`src/rtl/comp_pkg.sv`:
```
// Shared types and result encoding for the sequential N-bit comparator.
package comp_pkg;

    // Controller states: waiting for a request, or walking bits MSB first.
    typedef enum logic {
        IDLE,
        CMP
    } state_t;

    // Result vector ordering is {g, e, l}; exactly one bit set once decided.
    typedef logic [2:0] res_t;

    localparam res_t RES_NONE = 3'b000;
    localparam res_t RES_G    = 3'b100;
    localparam res_t RES_E    = 3'b010;
    localparam res_t RES_L    = 3'b001;

endpackage

```
`src/rtl/comp_nbit_seq_if.sv`:
```
// Request/result bundle between a requester and the sequential comparator.
interface comp_nbit_seq_if #(
    parameter int unsigned WIDTH = 8
);
    logic             start;
    logic [WIDTH-1:0] a;
    logic [WIDTH-1:0] b;
    logic             signed_mode;
    logic             busy;
    logic             done;
    logic             g;
    logic             e;
    logic             l;

    modport master (
        output start, a, b, signed_mode,
        input  busy, done, g, e, l
    );

    modport slave (
        input  start, a, b, signed_mode,
        output busy, done, g, e, l
    );
endinterface

```
`src/rtl/comp_bit_cell.sv`:
```
// Single-bit magnitude cell; inv flips the sense for a two's complement sign bit.
module comp_bit_cell (
    input  logic a_bit,
    input  logic b_bit,
    input  logic inv,
    output logic gt,
    output logic eq,
    output logic lt
);
    // On a sign bit a set bit means negative, so the larger operand is the one with a 0.
    assign eq = a_bit ~^ b_bit;
    assign gt = ~eq & (a_bit ^ inv);
    assign lt = ~eq & ~(a_bit ^ inv);
endmodule

```
`src/rtl/comp_nbit_seq.sv`:
```
// Bit-serial comparator: scans latched operands MSB first, stops at the first difference.
module comp_nbit_seq
    import comp_pkg::*;
#(
    parameter int unsigned WIDTH = 8
) (
    input  logic           clk,
    input  logic           rst_n,
    comp_nbit_seq_if.slave bus
);
    localparam int unsigned       IDX_W   = (WIDTH > 1) ? $clog2(WIDTH) : 1;
    localparam logic [IDX_W-1:0]  IDX_MAX = IDX_W'(WIDTH - 1);

    state_t             state_q, state_d;
    logic [WIDTH-1:0]   a_q, a_d;
    logic [WIDTH-1:0]   b_q, b_d;
    logic               sm_q, sm_d;
    logic [IDX_W-1:0]   idx_q, idx_d;
    res_t               res_q, res_d;
    logic               done_q, done_d;

    logic cell_gt, cell_eq, cell_lt;

    // Only the bit pair under the index is examined; the sign flip applies to the MSB only.
    comp_bit_cell u_cell (
        .a_bit (a_q[idx_q]),
        .b_bit (b_q[idx_q]),
        .inv   (sm_q & (idx_q == IDX_MAX)),
        .gt    (cell_gt),
        .eq    (cell_eq),
        .lt    (cell_lt)
    );

    // State and datapath registers with asynchronous clear.
    always_ff @(posedge clk or negedge rst_n) begin
        if (!rst_n) begin
            state_q <= IDLE;
            a_q     <= '0;
            b_q     <= '0;
            sm_q    <= 1'b0;
            idx_q   <= IDX_MAX;
            res_q   <= RES_NONE;
            done_q  <= 1'b0;
        end else begin
            state_q <= state_d;
            a_q     <= a_d;
            b_q     <= b_d;
            sm_q    <= sm_d;
            idx_q   <= idx_d;
            res_q   <= res_d;
            done_q  <= done_d;
        end
    end

    // Next-state: accept in IDLE, one bit pair per cycle in CMP, decide on first difference.
    always_comb begin
        state_d = state_q;
        a_d     = a_q;
        b_d     = b_q;
        sm_d    = sm_q;
        idx_d   = idx_q;
        res_d   = res_q;
        done_d  = 1'b0;
        unique case (state_q)
            IDLE: begin
                if (bus.start) begin
                    a_d     = bus.a;
                    b_d     = bus.b;
                    sm_d    = bus.signed_mode;
                    idx_d   = IDX_MAX;
                    state_d = CMP;
                end
            end
            CMP: begin
                if (!cell_eq) begin
                    res_d   = cell_gt ? RES_G : (cell_lt ? RES_L : RES_NONE);
                    done_d  = 1'b1;
                    state_d = IDLE;
                end else if (idx_q == '0) begin
                    res_d   = RES_E;
                    done_d  = 1'b1;
                    state_d = IDLE;
                end else begin
                    idx_d = idx_q - 1'b1;
                end
            end
            default: state_d = IDLE;
        endcase
    end

    assign bus.busy = (state_q == CMP);
    assign bus.done = done_q;
    assign bus.g    = res_q[2];
    assign bus.e    = res_q[1];
    assign bus.l    = res_q[0];
endmodule

```
`src/flat_wrapper.sv`:
```
// flat-port wrapper written by rule: the top's interface ports become plain ports
module comp_nbit_seq_flat import comp_pkg::*;
#(
    parameter int unsigned WIDTH = 8
)
  (clk, rst_n, bus_start, bus_a, bus_b, bus_signed_mode, bus_busy, bus_done, bus_g, bus_e, bus_l);
  comp_nbit_seq_if #(.WIDTH(WIDTH)) bus_i ();
  input  logic clk;
  input  logic rst_n;
  input wire logic [$bits(bus_i.start)-1:0] bus_start;
  input wire logic [$bits(bus_i.a)-1:0] bus_a;
  input wire logic [$bits(bus_i.b)-1:0] bus_b;
  input wire logic [$bits(bus_i.signed_mode)-1:0] bus_signed_mode;
  output wire logic [$bits(bus_i.busy)-1:0] bus_busy;
  output wire logic [$bits(bus_i.done)-1:0] bus_done;
  output wire logic [$bits(bus_i.g)-1:0] bus_g;
  output wire logic [$bits(bus_i.e)-1:0] bus_e;
  output wire logic [$bits(bus_i.l)-1:0] bus_l;
  assign bus_i.start = bus_start;
  assign bus_i.a = bus_a;
  assign bus_i.b = bus_b;
  assign bus_i.signed_mode = bus_signed_mode;
  assign bus_busy = bus_i.busy;
  assign bus_done = bus_i.done;
  assign bus_g = bus_i.g;
  assign bus_e = bus_i.e;
  assign bus_l = bus_i.l;
  comp_nbit_seq #(.WIDTH(WIDTH)) u_core (.clk(clk), .rst_n(rst_n), .bus(bus_i));
endmodule
```
`config.mk`:
```
export PLATFORM = sky130hd
export DESIGN_NAME = comp_nbit_seq_flat
export DESIGN_NICKNAME = d
export VERILOG_FILES = /design/src/rtl/comp_pkg.sv /design/src/rtl/comp_nbit_seq_if.sv /design/src/rtl/comp_bit_cell.sv /design/src/rtl/comp_nbit_seq.sv /design/src/flat_wrapper.sv
export SDC_FILE = /design/constraint.sdc
export NUM_CORES = 1
export LEC_CHECK = 0
export CELL_PAD_IN_SITES_DETAIL_PLACEMENT = 1
export CELL_PAD_IN_SITES_GLOBAL_PLACEMENT = 1
export CORE_MARGIN = 2
export CORE_UTILIZATION = 43
export CTS_CLUSTER_SIZE = 20
export DETAILED_ROUTE_END_ITERATION = 10
export GPL_ROUTABILITY_DRIVEN = 0
export HOLD_SLACK_MARGIN = 0.12
export PLACE_DENSITY = 0.83
export SLEW_MARGIN = 20
export SYNTH_ARGS = -nofsm -noshare
export SYNTH_HDL_FRONTEND = slang
export SYNTH_SLANG_ARGS = --single-unit
```
`constraint.sdc`:
```
create_clock -name clk -period 6.6 [get_ports clk]
set_clock_uncertainty 0.15 [all_clocks]
set_input_delay 1.65 -clock clk [delete_from_list [all_inputs] [get_ports clk]]
set_output_delay 1.65 -clock clk [all_outputs]
set_load 0.1 [all_outputs]
```
==> results of run 1 <==
-- cell type report --
cell class / count / area (sq um) / area share [%]
repair buffers: 25 / 242.7 / 16.13
clock buffers: 3 / 22.52 / 1.496
clock inverters: 1 / 7.507 / 0.4988
inverters: 3 / 11.26 / 0.7481
well taps: 31 / 38.79 / 2.577
flip-flops and latches: 25 / 629.4 / 41.81
multi-input cells: 57 / 553.0 / 36.74
-- logic make-up after synthesis --
logic type,count (synthesis),share of synthesized area (%)
adder cells (fa/ha/maj),3,3.087
XOR/XNOR,2,1.441
flip-flops,25,51.75
buffers and inverters,7,2.778
AO/OA/AOI/OAI,6,2.778
multiplexers,30,31.48
AND/OR/NAND/NOR,16,6.688
-- worst min path at each step --
stage	from	end	cells after the start	slack, ns
2_1_floorplan	u_core.b_q[2]$_DFFE_PN0P_	u_core.b_q[2]$_DFFE_PN0P_	1	0.32
3_3_place_gp	u_core.b_q[3]$_DFFE_PN0P_	u_core.b_q[3]$_DFFE_PN0P_	1	0.33
3_5_place_dp	u_core.b_q[1]$_DFFE_PN0P_	u_core.b_q[1]$_DFFE_PN0P_	1	0.34
4_1_cts	u_core.b_q[1]$_DFFE_PN0P_	u_core.b_q[1]$_DFFE_PN0P_	1	0.38
5_1_grt	u_core.b_q[1]$_DFFE_PN0P_	u_core.b_q[1]$_DFFE_PN0P_	1	0.40
6_report	u_core.b_q[1]$_DFFE_PN0P_	u_core.b_q[1]$_DFFE_PN0P_	1	0.37
-- per-layer routing --
layer / GRT usage [%] / routed length, microns / part of all wire (%)
met5: 0 / 0 / 0
met4: 5.980 / 31 / 1.5
met3: 2.494 / 83 / 4.0
met2: 25.45 / 1041 / 50
met1: 19.15 / 924 / 44
-- metrics by stage --
stage / cells / setup slack, ns / hold WS, ns
CTS: 145 / 2.772 / 0.3769
global placement: 141 / 3.099 / 0.3327
floorplan: 89 / 3.773 / 0.3220
detailed placement: 141 / 3.051 / 0.3442
global route: 145 / 2.709 / 0.3952
finish: 145 / 2.790 / 0.3685
-- power breakdown --
part,internal (W),switching [W]
logic,0.000185,0.000224
clock network,0.0000232,0.0000471
registers,0.000235,0.0000585
total,0.000443,0.000329
-- flip-flops by register name, indices dropped and copies added (netlist names) --
| register | count |
|---|---|
| u_core.bus.done | 1 |
| u_core.b_q | 8 |
| u_core.idx_q | 3 |
| u_core.a_q | 8 |
| u_core.res_q | 3 |
| u_core.bus.busy | 1 |
| u_core.sm_q | 1 |
-- cells in the final DEF (no fill, tap or decap), drive strengths merged --
master,synthesis,routed
clkinvlp,0,1
nor2,3,3
or2,1,1
nand3b,2,2
nand2,7,7
nor2b,2,2
dfrtp,22,22
mux2i,9,9
ha,3,3
or4,1,1
clkdlybuf4s50,0,23
mux4,4,4
clkbuf,3,3
inv,3,3
a31o,1,1
mux2,17,17
dfstp,3,3
o21ai,3,3
buf,1,2
xor2,2,2
a21oi,2,2
-- worst reg2reg max path: stages, from the launching register on --
cell and delay (ns):
dfstp_2 0.70, mux4_1 0.59, mux2i_1 0.17, xor2_1 0.47, nor2_2 0.14, or2_1 0.24
==> results, run 1 <==
- The run finished with clean final reports.
- Dividing the final minimum period by the clock period gives ~58%.
- The floorplan step set the die width to 57.18 microns.
- Walking the worst path, the cells encountered are clkdlybuf4s50_1.
- Once the clock tree was built, the setup fixing pass inserted 0 buffers.
- The pin count of the biggest net entering global routing is 26.
- The number of failing setup endpoints in the final timing report is 0.
- The number of nets in the synthesized netlist is 112.
- The floorplan step set the die height to about 57 microns.
- IR analysis of the VDD net gives a maximum drop of 0.0004158 V.
- The capture point of the worst reg-to-reg path is u_core.bus.busy$_DFF_PN0_.
- Counting flops and latches in the post-synthesis netlist gives 25.
- The number of slew-limit violations in the final report was 0.
- The placed cell area is 0.001480 sq mm.
- The async set or reset register ratio after synthesis is 100.0%.
- The maximum buffer depth of the clock tree is 2.
- CTS built an H-tree with a depth of 1.
- The slew at the pin closest to its max-slew limit is 0.9646 ns.
- After clock tree synthesis, the clock-pin slew on the worst setup and hold paths is between 0.1 and 0.15 ns.
- The largest individual stage delay along the critical path comes from the cell clkdlybuf4s50_1.
- Across the run, the number of max-cap violations was 0.
- The number of buffers added on ports is 24.
- The detailed-route via count is 773.
- The final hold violation count came to 0.
- The start of the worst register-to-register path is u_core.idx_q[1]$_DFFE_PN1P_.
- The leakage power of the design is about 0.67 nW.
- For the worst flop-to-flop path, the logic depth is 5.
- The number of buffer and inverter instances along the worst setup path is 1.
- Setup repair after global routing left no endpoint under its margin.
- Total power for the finished layout comes to 0.0007724 W.
- The per-cell routed wire length is 14.34 microns.
- For this design, the CTS-stage hold fixing added 0 buffers.
- The number of diodes added for antenna fixing is 0.
- Ranked by total cell area, the synthesized netlist is headed by dfrtp_1 45%, mux2_2 16%, mux2i_1 7.4%, dfstp_2 6.5%, mux4_1 6.5%.
- The global-route wire length before repair is ~3.8 mm.
- The total die area is 0.003270 sq mm.
- By startpoint and endpoint, the worst setup path is classified as register to primary output.
- The count of different cell masters after synthesis is 21.
- In this run, CTS created clock tree buffers numbering 3.
- The setup TNS is 0 ns.
- The TritonCTS clock tree is done.
- The setup slack on the worst flop-to-flop path is 4.04 ns.
- The library cell with the highest instance count after synthesis is dfrtp_1.
- STA classifies the critical path endpoint as a primary output.
- The commonest cells after synthesis are 22 x dfrtp_1, 17 x mux2_2, 9 x mux2i_1.
- The share of cells above drive strength 1 is 25.44%.
- With fillers left out, the area of the finished cells amounts to 0.001505 sq mm.
- The kind of path behind the tightest hold check is register to register.
- Wires add up to 2.080 mm.
- The cell family contributing the most delay on the critical path is buffers and inverters.
- The top fanout value on the critical path is 9.
- The layout has roughly 290 filler cells.
- STA classifies the critical path startpoint as a register.
- The path length in cells of the critical path is 1.
- The number of antenna violations at the first check in global routing is 0.
- The root buffer selected by CTS is clkbuf_4.
- The initial detailed-routing violation count is 5.
- The final HPWL from detailed placement is roughly 1.6 mm.
- The total core area is 0.002710 sq mm.
- The arrival time of the worst setup path is roughly 2.0 ns.
- The DRC violation count after routing is 0.
- Once detail routing completed, the nets flagged for antenna violations numbered 0.
- The relative max-transition margin is 35.49%.
- The cell area that synthesis handed to floorplanning was 0.001216 sq mm.
- Dividing the detail-routed via count by the number of cells gives 5.331.
- For the worst setup path, the data required time is 4.80 ns.
- The top-level port count is 25.
- The clock period could shrink to 3.810 ns.
- In the final design database the tool counted around 140 nets.
- The global-route total usage across every layer is 15.00%.
- The number of resized instances in the post-cts repair step is 0.
- The yosys synthesis warning count is 0.
- The critical path ends at bus_busy.
- After floorplanning, the core was divided into 19 placement rows.
- The number of global-route vias before repair came to 847.
- The proportion of synthesized chip area in sequential cells is roughly 52%.
- The largest single stage delay on the critical path is 1.18 ns.
- The maximum clock rate is 262.4 MHz.
- Dividing total power by cell area gives a power density of 513.2 mW/mm^2.
- The count of flip-flops with a built-in enable after synthesis is 0.
- Of all cell types, the one taking the most synthesized area is dfrtp_1.
- In the synthesized netlist the dominant register cell turns out to be dfrtp_1.
- The later pin in the worst-skew pair is clocked with a latency of 0.32 ns.
- Synthesis handed over a netlist of 89 instances.
- The area growth from synthesis to layout is 23.77%.
- For this run the aggregate overflow at the end of global routing stands at 0.
- The synthesized design devotes to its leading area cell type 45.27% of total area.
- At the end of the flow the core is filled with cells to 55.54%.
- The post-synthesis average cell area is 13.66 sq um.
- The starting utilization of the core area is between 40 and 50%.
- The most critical setup path has its startpoint at u_core.bus.busy$_DFF_PN0_.
- The clock sink count is 25.
- For this run, the detailed router's first-pass iteration total came to 3.
Power figures use the tool's default switching activity.
==> run 2: changes to the inputs <==
--- a/config.mk
+++ b/config.mk
@@ -8,12 +8,12 @@
 export CELL_PAD_IN_SITES_DETAIL_PLACEMENT = 1
 export CELL_PAD_IN_SITES_GLOBAL_PLACEMENT = 1
 export CORE_MARGIN = 2
-export CORE_UTILIZATION = 43
+export CORE_UTILIZATION = 36
 export CTS_CLUSTER_SIZE = 20
 export DETAILED_ROUTE_END_ITERATION = 10
 export GPL_ROUTABILITY_DRIVEN = 0
 export HOLD_SLACK_MARGIN = 0.12
-export PLACE_DENSITY = 0.83
+export PLACE_DENSITY = 0.75
 export SLEW_MARGIN = 20
 export SYNTH_ARGS = -nofsm -noshare
 export SYNTH_HDL_FRONTEND = slang
==> constraint.sdc (replaced) <==
create_clock -name clk -period 3.3 [get_ports clk]
set_clock_uncertainty 0.15 [all_clocks]
set_input_delay 0.825 -clock clk [delete_from_list [all_inputs] [get_ports clk]]
set_output_delay 0.825 -clock clk [all_outputs]
set_load 0.1 [all_outputs]
==> run 2 against run 1 <==
Net effect: clock power increased by 92%; setup slack got worse by 2.0 ns; die area up 18%; utilization shrank 9.3 points; hold slack lost 0.0052 ns; via count fell by 0.52%; flip-flop and latch count unchanged; power is 100% higher; count of clock-buffer cells in the layout increased by 1; sequential share of layout area is 0.41 points lower.
==> results, run 2 (synthesized netlist as in run 1, its figures left out) <==
- The sequential fraction of design power is 38.3% (+0.4 points).
- The total core area is 0.003284 sq mm (+21%).
- The top-level port count was 25 (unchanged).
- The worst reg2reg path depth was 5 (unchanged).
- The number of buffer and inverter instances along the worst setup path was 0 (-1).
- The root buffer selected by CTS is clkbuf_4.
- The number of diodes added for antenna fixing is 0 (unchanged).
- The number of failing setup endpoints in the final timing report was 0 (unchanged).
- The maximum buffer depth of the clock tree is 2 (unchanged).
- The worst hold path stage count is 1 (unchanged).
- The number of resized instances in the post-cts repair step came to 0 (unchanged).
- The starting utilization of the core area is 37.03% (-7.8 points).
- The clock edge transition at the registers on the reported setup and hold paths is 0.13 ns (about the same).
- The net switching power of the design is 0.0006671 W (+100%).
- The worst hold slack after final layout is 0.3634 ns (-0.005155 ns).
- The internal portion of total power is 0.0008800 W (+99%).
- The slew at the pin closest to its max-slew limit is 0.5414 ns (-0.4232 ns).
- The largest registers in the layout are u_core.a_q x8, u_core.b_q x8.
- The arrival time of the worst setup path is 2.60 ns (+0.59 ns).
- The path length in cells of the critical path came to 5 (+4).
- The cell family contributing the most delay on the critical path is multiplexers.
- The cell row count is 21 (+2).
- The initial detailed-routing violation count was 18 (+13).
- The total die area is 0.003859 sq mm (+18%).
- The global-route wire length before repair was 3.926 mm (+3.5%).
- The final HPWL from detailed placement is 1.708 mm (+5.5%).
- The number of buffers added on ports was 24 (unchanged).
- The top fanout value on the critical path is 10 (+1).
- The relative max-transition margin is 63.78% (+28 points).
- The power consumption is 0.001547 W (+100%).
- The number of antenna violations at the first check in global routing is 0 (unchanged).
- The post-place setup slack was 0.7835 ns (-2.267 ns).
- Based on the critical path, the design can be clocked at up to 394.9 MHz.
- The number of global-route vias before repair was 853 (+0.71%).
- The H-tree depth came to 1 (unchanged).
- The number of slew-limit violations in the final report is 0 (unchanged).
- The final critical-path share of the clock period is 76.74%.
- The detailed-route via count is 769 (-0.52%).
- The required time of the critical path was 3.36 ns (-1.44 ns).
- The layout overhead on the synthesized area is 25.00%.
- The number of nets in the layout is 139 (+0.72%).
- The delay of the slowest cell on the worst path came to 0.70 ns (-0.48 ns).
- The setup TNS is 0 ns (unchanged).
- Setup repair after global routing left no endpoint under its margin.
- The number of routed nets with antenna violations is 0 (unchanged).
- The kind of path behind the tightest hold check is register to register.
- The final non-filler cell total was 161 (+11%).
- The pin count of the biggest net entering global routing is 26 (unchanged).
- The share of cells above drive strength 1 is 28.70% (+3.3 points).
- Leaving out fill and tap cells, the most frequent cell in the layout is dfrtp_1.
- The post-cts hold buffer count is 0 (unchanged).
- The relative contribution of combinational cells to total power is 52.9% (about the same).
- The leakage power of the design was 0.6791 nW (+1.9%).
- The worst setup path is captured at a register.
- The per-cell routed wire length is 13.94 microns (-2.8%).
- The final hold violation count is 0 (unchanged).
- The run finished with clean final reports.
- The clock network fraction of design power is 8.7% (-0.4 points).
- The minimum period implied by the final worst setup slack is 2.533 ns.
- The proportion of total power due to net switching is 43.12% (+0.47 points).
- The post-CTS setup buffer count is 0 (unchanged).
- The number of CTS-inserted buffers is 3 (unchanged).
- The clock sink count is 25 (unchanged).
- The residual overflow from global routing is 0 (unchanged).
- The total power density per cell area came to 1018 mW/mm^2 (+98%).
- The number of max-capacitance violations reported is 0 (unchanged).
- STA classifies the critical path startpoint as a register.
- The global-route total usage across every layer was 13.05% (-2.0 points).
- The routed wire length is 2.244 mm (+7.9%).
- The critical path goes through mux4_1, mux2i_1, xor2_1, a21oi_1, a31o_2.
- The later-pin clock latency in the skew report came to 0.31 ns (about the same).
- TritonCTS built the clock tree.
- The count of placed standard cells including taps is 157 (+11%).
- The DRC violation count after routing is 0 (unchanged).
- The worst setup path is of the register to register kind.
- The routed via count divided by cell count is 4.776 (-10%).
- The width of the die is 62.12 microns (+8.6%).
- The peak ir drop on the vdd network is 0.0003427 V (-18%).
- The die outline height is 62.12 microns (+8.6%).
- The slowest stage of the critical path belongs to the cell dfstp_2.
- The worst setup slack after layout came to 0.7674 ns (-2.022 ns).
- In the layout the commonest cells are 22 x dfrtp_1, 19 x clkdlybuf4s50_1, 17 x mux2_2.
- The number of iterations in the first detailed-routing pass was 4 (+1).
- The setup slack on the worst flop-to-flop path is 0.77 ns (-3.27 ns).
[run 2: cell count changes in the layout (fill, tap and decap cells not counted), sizes merged]
cell           before  now
clkbuf              3    4
clkdlybuf4s50      23   19
clkinvlp            1    0
buf                 2    7
[run 2: path summary, 6_finish.rpt]
kind	start	end
worst min-delay path	u_core.b_q[2]$_DFFE_PN0P_	u_core.b_q[2]$_DFFE_PN0P_
worst max register to register	u_core.idx_q[1]$_DFFE_PN1P_	u_core.res_q[0]$_DFFE_PN0P_
worst min register to register	u_core.b_q[2]$_DFFE_PN0P_	u_core.b_q[2]$_DFFE_PN0P_
worst max-delay path	u_core.idx_q[1]$_DFFE_PN1P_	u_core.res_q[0]$_DFFE_PN0P_
min in group asynchronous	rst_n	u_core.sm_q$_DFFE_PN0P_
max in group asynchronous	rst_n	u_core.idx_q[1]$_DFFE_PN1P_
[run 2: area by class of cell]
type,instances,area [sq um]
multi-input cells,57,553.0
inverters,3,11.26
clock buffers,4,26.28
repair buffers,26,242.7
well taps,46,57.56
fillers,347,1764
flip-flops and latches,25,629.4
[run 2: power by group through the flow]
stage	combinational, W	sequential (W)	clock, W
2_1_floorplan	0.000518	0.000718	0
6_report	0.000819	0.000593	0.000135
4_1_cts	0.000835	0.000598	0.000140
5_1_grt	0.000900	0.000620	0.000155
3_3_place_gp	0.000793	0.000596	0
3_5_place_dp	0.000834	0.000605	0
[run 2: worst reg2reg max path: stages, from the launching register on]
cell,delay (ns)
dfstp_2,0.70
mux4_1,0.59
mux2i_1,0.17
xor2_1,0.47
a21oi_1,0.13
a31o_2,0.23
[run 2: metrics by stage]
stage | instance area [sq um] | utilization [%]
6_report | 1520 | 46.29
5_1_grt | 1520 | 46.29
4_1_cts | 1520 | 46.29
3_5_place_dp | 1494 | 45.49
3_3_place_gp | 1494 | 45.49
2_1_floorplan | 1216 | -
[run 2: metal layers]
metal / GRT usage (%) / wire length (microns)
met3: 3.623 / 123
met2: 21.74 / 1118
met4: 4.167 / 21
met1: 16.53 / 980
met5: 0 / 0
